`src/rtl/conc_stim_player.sv`:
```
// Vector-playback sequencer: plays {obs, data} words from an internal RAM into a DUT,
// one vector per clock, one-shot or looped, with stall, abort and a start/done handshake.
module conc_stim_player #(
    parameter int DATA_W = 31,
    parameter int OBS_W  = 1,
    parameter int DEPTH  = 31,
    parameter int ADDR_W = 5,
    parameter int REP_W  = 8
) (
    input  logic                    clock,
    input  logic                    reset,
    input  logic                    ld_en,
    input  logic [ADDR_W-1:0]       ld_addr,
    input  logic [OBS_W+DATA_W-1:0] ld_data,
    input  logic                    start,
    input  logic                    mode,
    input  logic [ADDR_W:0]         len,
    input  logic [REP_W-1:0]        reps,
    input  logic                    stall,
    input  logic                    abort,
    output logic [DATA_W-1:0]       data_o,
    output logic [OBS_W-1:0]        obs_o,
    output logic                    valid,
    output logic [ADDR_W-1:0]       vec_idx,
    output logic                    busy,
    output logic                    done,
    output logic                    err
);

    localparam int WORD_W = OBS_W + DATA_W;

    localparam logic [1:0] ST_IDLE = 2'd0;
    localparam logic [1:0] ST_RUN  = 2'd1;
    localparam logic [1:0] ST_FIN  = 2'd2;

    localparam logic [ADDR_W:0] DEPTH_L = (ADDR_W+1)'(DEPTH);

    logic [WORD_W-1:0] mem [DEPTH];

    logic [1:0]        state;
    logic [ADDR_W-1:0] pc;
    logic [REP_W-1:0]  rep_cnt;
    logic [REP_W-1:0]  reps_l;
    logic [ADDR_W:0]   len_l;
    logic              mode_l;
    logic              err_pend;

    logic addr_ok;
    logic len_ok;
    logic write_en;
    logic last_vec;
    logic last_pass;
    logic err_req;
    logic done_next;

    always_comb begin
        addr_ok   = ({1'b0, ld_addr} < DEPTH_L);
        len_ok    = (len != '0) && (len <= DEPTH_L);
        write_en  = ld_en && (state == ST_IDLE) && addr_ok;
        last_vec  = ({1'b0, pc} == (len_l - (ADDR_W+1)'(1)));
        last_pass = !mode_l || ((reps_l != '0) && (rep_cnt == (reps_l - REP_W'(1))));
        err_req   = ((state == ST_IDLE) && ld_en && !addr_ok)
                  || ((state == ST_IDLE) && start && !len_ok)
                  || ((state != ST_IDLE) && ld_en);
        done_next = (state == ST_FIN) && !abort;
    end

    assign busy = (state != ST_IDLE);

    // RAM is deliberately outside the reset domain so a reset never loses loaded vectors.
    always_ff @(posedge clock) begin
        if (write_en) begin
            mem[ld_addr] <= ld_data;
        end
    end

    always_ff @(posedge clock) begin
        if (!reset) begin
            state    <= ST_IDLE;
            pc       <= '0;
            rep_cnt  <= '0;
            reps_l   <= '0;
            len_l    <= '0;
            mode_l   <= 1'b0;
            err_pend <= 1'b0;
            data_o   <= '0;
            obs_o    <= '0;
            valid    <= 1'b0;
            vec_idx  <= '0;
            done     <= 1'b0;
            err      <= 1'b0;
        end else begin
            done <= 1'b0;
            err  <= 1'b0;
            // An error raised on the completion edge is held back one cycle so err never overlaps done.
            if (done_next) begin
                err_pend <= err_req || err_pend;
            end else begin
                err      <= err_req || err_pend;
                err_pend <= 1'b0;
            end

            case (state)
                ST_IDLE: begin
                    if (start && len_ok) begin
                        mode_l  <= mode;
                        len_l   <= len;
                        reps_l  <= reps;
                        pc      <= '0;
                        rep_cnt <= '0;
                        state   <= ST_RUN;
                    end
                end
                ST_RUN: begin
                    if (abort) begin
                        data_o  <= '0;
                        obs_o   <= '0;
                        valid   <= 1'b0;
                        vec_idx <= '0;
                        state   <= ST_IDLE;
                    end else if (!stall) begin
                        {obs_o, data_o} <= mem[pc];
                        vec_idx         <= pc;
                        valid           <= 1'b1;
                        if (last_vec) begin
                            if (last_pass) begin
                                state <= ST_FIN;
                            end else begin
                                pc <= '0;
                                if (rep_cnt != '1) begin
                                    rep_cnt <= rep_cnt + REP_W'(1);
                                end
                            end
                        end else begin
                            pc <= pc + ADDR_W'(1);
                        end
                    end
                end
                ST_FIN: begin
                    data_o  <= '0;
                    obs_o   <= '0;
                    valid   <= 1'b0;
                    vec_idx <= '0;
                    done    <= !abort;
                    state   <= ST_IDLE;
                end
                default: begin
                    state <= ST_IDLE;
                end
            endcase
        end
    end

endmodule

```
`config.mk`:
```
export PLATFORM = sky130hd
export DESIGN_NAME = conc_stim_player
export DESIGN_NICKNAME = d
export VERILOG_FILES = /design/src/rtl/conc_stim_player.sv
export SDC_FILE = /design/constraint.sdc
export NUM_CORES = 1
export LEC_CHECK = 0
export BUFFER_PORTS_ARGS = -buffer_cell sky130_fd_sc_hd__buf_2
export CAP_MARGIN = 10
export CORE_MARGIN = 8
export CORE_UTILIZATION = 30
export CTS_CLUSTER_DIAMETER = 80
export DETAILED_ROUTE_END_ITERATION = 8
export SYNTH_ARGS = -nofsm -noshare
export SYNTH_HDL_FRONTEND = slang
export SYNTH_SLANG_ARGS = --single-unit
```
`constraint.sdc`:
```
create_clock -name clock -period 7.7 [get_ports clock]
set_input_delay 1.54 -clock clock [delete_from_list [all_inputs] [get_ports clock]]
set_output_delay 1.54 -clock clock [all_outputs]
set_load 0.01 [all_outputs]
```
==> results.json <==
{
  "max_slew_margin": 0.209,
  "wire_per_inst_um": 25.2,
  "die-width_um": 387,
  "vdd_drop_max_mv": 0.205,
  "cp_max_fo": 33,
  "endpoint_kind": "flop",
  "hold_viol": 0,
  "min_path_type": "flop to flop",
  "synthArstFlopShare": 0,
  "syn-num-nets": 2012,
  "grt_pass1_wl_mm": 146,
  "leakage_nw": 14.3,
  "finalCriticalPeriod_ps": 3430,
  "cts_made_buffers": 106,
  "syn-mean-instance-area_um2": 21.1,
  "yosys-top-cells-area": "edfxtp_1, mux4_2, dfxtp_1",
  "fin_crit_sh": 0.445,
  "synth_top_cell_by_area": "edfxtp_1",
  "setup_viol": 0,
  "internal_power_mw": 9.58,
  "portBuffers": 98,
  "synth_cell_types": 57,
  "fin_nets": 2155,
  "ant_nets": 0,
  "crit_required_ps": 8270,
  "skew_ps": 42.2,
  "rsz0062_at_grt": "false",
  "post_cts_buffers": 0,
  "synth-edff-count": 992,
  "ctsHtreeMaxLevel": 3,
  "synthFlopType": "edfxtp_1",
  "pwr-share-clk": 0.429,
  "die_area_mm2": 0.150,
  "drc": 0,
  "grt.overflow.total": 0,
  "clock-sinks": 1068,
  "cap_violations": 0,
  "dpl.hpwl_mm": 52.8,
  "path_class": "input pin to flop",
  "synth_warnings": 0,
  "ys_seq_area_frac": 0.759,
  "start_kind": "input pin",
  "yosys_register_bits": 1068,
  "cts_max_path_buffers": 3,
  "ios": 99,
  "wl_mm": 100,
  "syn_area_mm2": 0.0412,
  "root_buffer": "clkbuf_16",
  "final_util": 0.348,
  "die_h_um": 387,
  "syn-instance-count": 1950,
  "drtIter0Drc": 1786,
  "swShare": 0.207,
  "drv_slew": 0,
  "seqPwrFrac": 0.530,
  "clk_latency_ps": 700,
  "arrival_ps": 4000,
  "cts_resized": 0,
  "comb_power_share": 0.042,
  "dr.pass1.iters": 5,
  "grt_pass1_vias": 20600,
  "ys_top_cells_by_count": "edfxtp_1, mux4_2, nand2_1",
  "hold_buffers": 0,
  "vias": 19900,
  "grtUsageTotal": 0.130,
  "drive_gt1_frac": 0.291,
  "switchingPower_mw": 2.51,
  "cts_tree": "yes",
  "synth_top_area_frac": 0.722,
  "antenna_found_initial": 13,
  "power_density_mw_per_mm2": 253,
  "yosysMostFrequentCell": "edfxtp_1",
  "coreArea_mm2": 0.137,
  "start_util": 0.301,
  "tightest_slew_ps": 1190,
  "fmax_mhz": 292,
  "cts.clk_slew.worst_paths_ps": 60,
  "status": "finished clean",
  "grt_start_max_net_pins": 176,
  "place_congestion": 0.773,
  "drt-vias-per-instance": 5.01,
  "fill_cells": 12600,
  "area_growth_pct": 15.7,
  "setup_tns_ps": 0,
  "rows": 136
}
## logic make-up after synthesis
| logic type | Yosys count | share of synthesized area |
|---|---|---|
| DFF | 1068 | 0.759 |
| muxes | 364 | 0.176 |
| and+or+nand+nor | 270 | 0.0324 |
| AOI/OAI and AO/OA | 120 | 0.0174 |
| buffers and inverters | 111 | 0.0112 |
| xor gates and xnor gates | 13 | 0.00276 |
| adders and majority gates | 4 | 0.00121 |
## flip-flops by register name, summed over array words and instances (netlist names), named ones only
register / flops
data_o: 31
done: 1
err: 1
err_pend: 1
len_l: 6
mem: 992
mode_l: 1
obs_o: 1
pc: 5
rep_cnt: 8
reps_l: 8
state: 2
valid: 1
vec_idx: 5
## final cells by class
class / instances / area [um^2] / share of cell area
timing repair buffer: 139 / 848 / 0.0178
clock buffer: 144 / 2900 / 0.0607
clock inverter: 54 / 639 / 0.0134
antenna: 3 / 7.51 / 0.000157
sequential: 1068 / 31300 / 0.657
inverter: 7 / 26.3 / 0.000551
multi-input combinational: 771 / 9710 / 0.204
tap: 1794 / 2240 / 0.0471
## power groups by stage
stage                     Clock (mW)  Sequential (mW)  Combinational, mW
after global placement             0             6.52              0.497
after detailed placement           0             6.53              0.513
after floorplan                    0             6.52              0.315
after global routing            5.51             6.40              0.545
final                           5.18             6.40              0.503
after CTS                       5.29             6.40              0.514
## path summary, 6_finish.rpt
kind / slack (ps) / depth (start not counted) / endpoint / from
max: 4270 / 6 / rep_cnt[7]$_SDFFE_PN0P_ / abort
max reg2reg: 4370 / 6 / data_o[25]$_SDFFE_PN0P_ / flop
min reg2reg: 510 / 2 / mode_l$_SDFFE_PN0P_ / mode_l$_SDFFE_PN0P_
min: 510 / 2 / mode_l$_SDFFE_PN0P_ / mode_l$_SDFFE_PN0P_
## metrics by stage
step           instances  total power, mW  setup WS [ps]  cell area, um^2  hold WS [ps]
2_1_floorplan       1950             6.83           3900            41200           457
3_3_place_gp        3779             7.02           3630            44200           478
4_1_cts             3977             12.2           4270            47700           507
5_1_grt             3977             12.5           4090            47700           533
6_report            3980             12.1           4270            47700           508
3_5_place_dp        3779             7.04           3590            44200           487
## metal layers
metal | up-vias | GRT usage | part of all wire
met5 | - | 0 | 0.0010
met4 | 16 | 0.0301 | 0.020
met3 | 156 | 0.0236 | 0.063
met2 | 658 | 0.213 | 0.48
met1 | 10800 | 0.182 | 0.43
li1 | 8346 | - | -
## critical path, stage by stage
cell,delay [ps]
buf_2,130
or3_2,900
a211oi_2,450
nand3_2,240
or4_1,520
a21oi_1,200
## cell usage in the layout, fill, tap and decap left out, drive strengths merged, types with 34 or more instances in the layout
cell type  instances
clkinv            34
nand2            115
mux2i             75
and2              39
o21ai             72
dfxtp             76
buf              139
clkbuf           144
nor2              43
edfxtp           992
mux4             288
No activity file was read; power rests on OpenSTA's default activity.
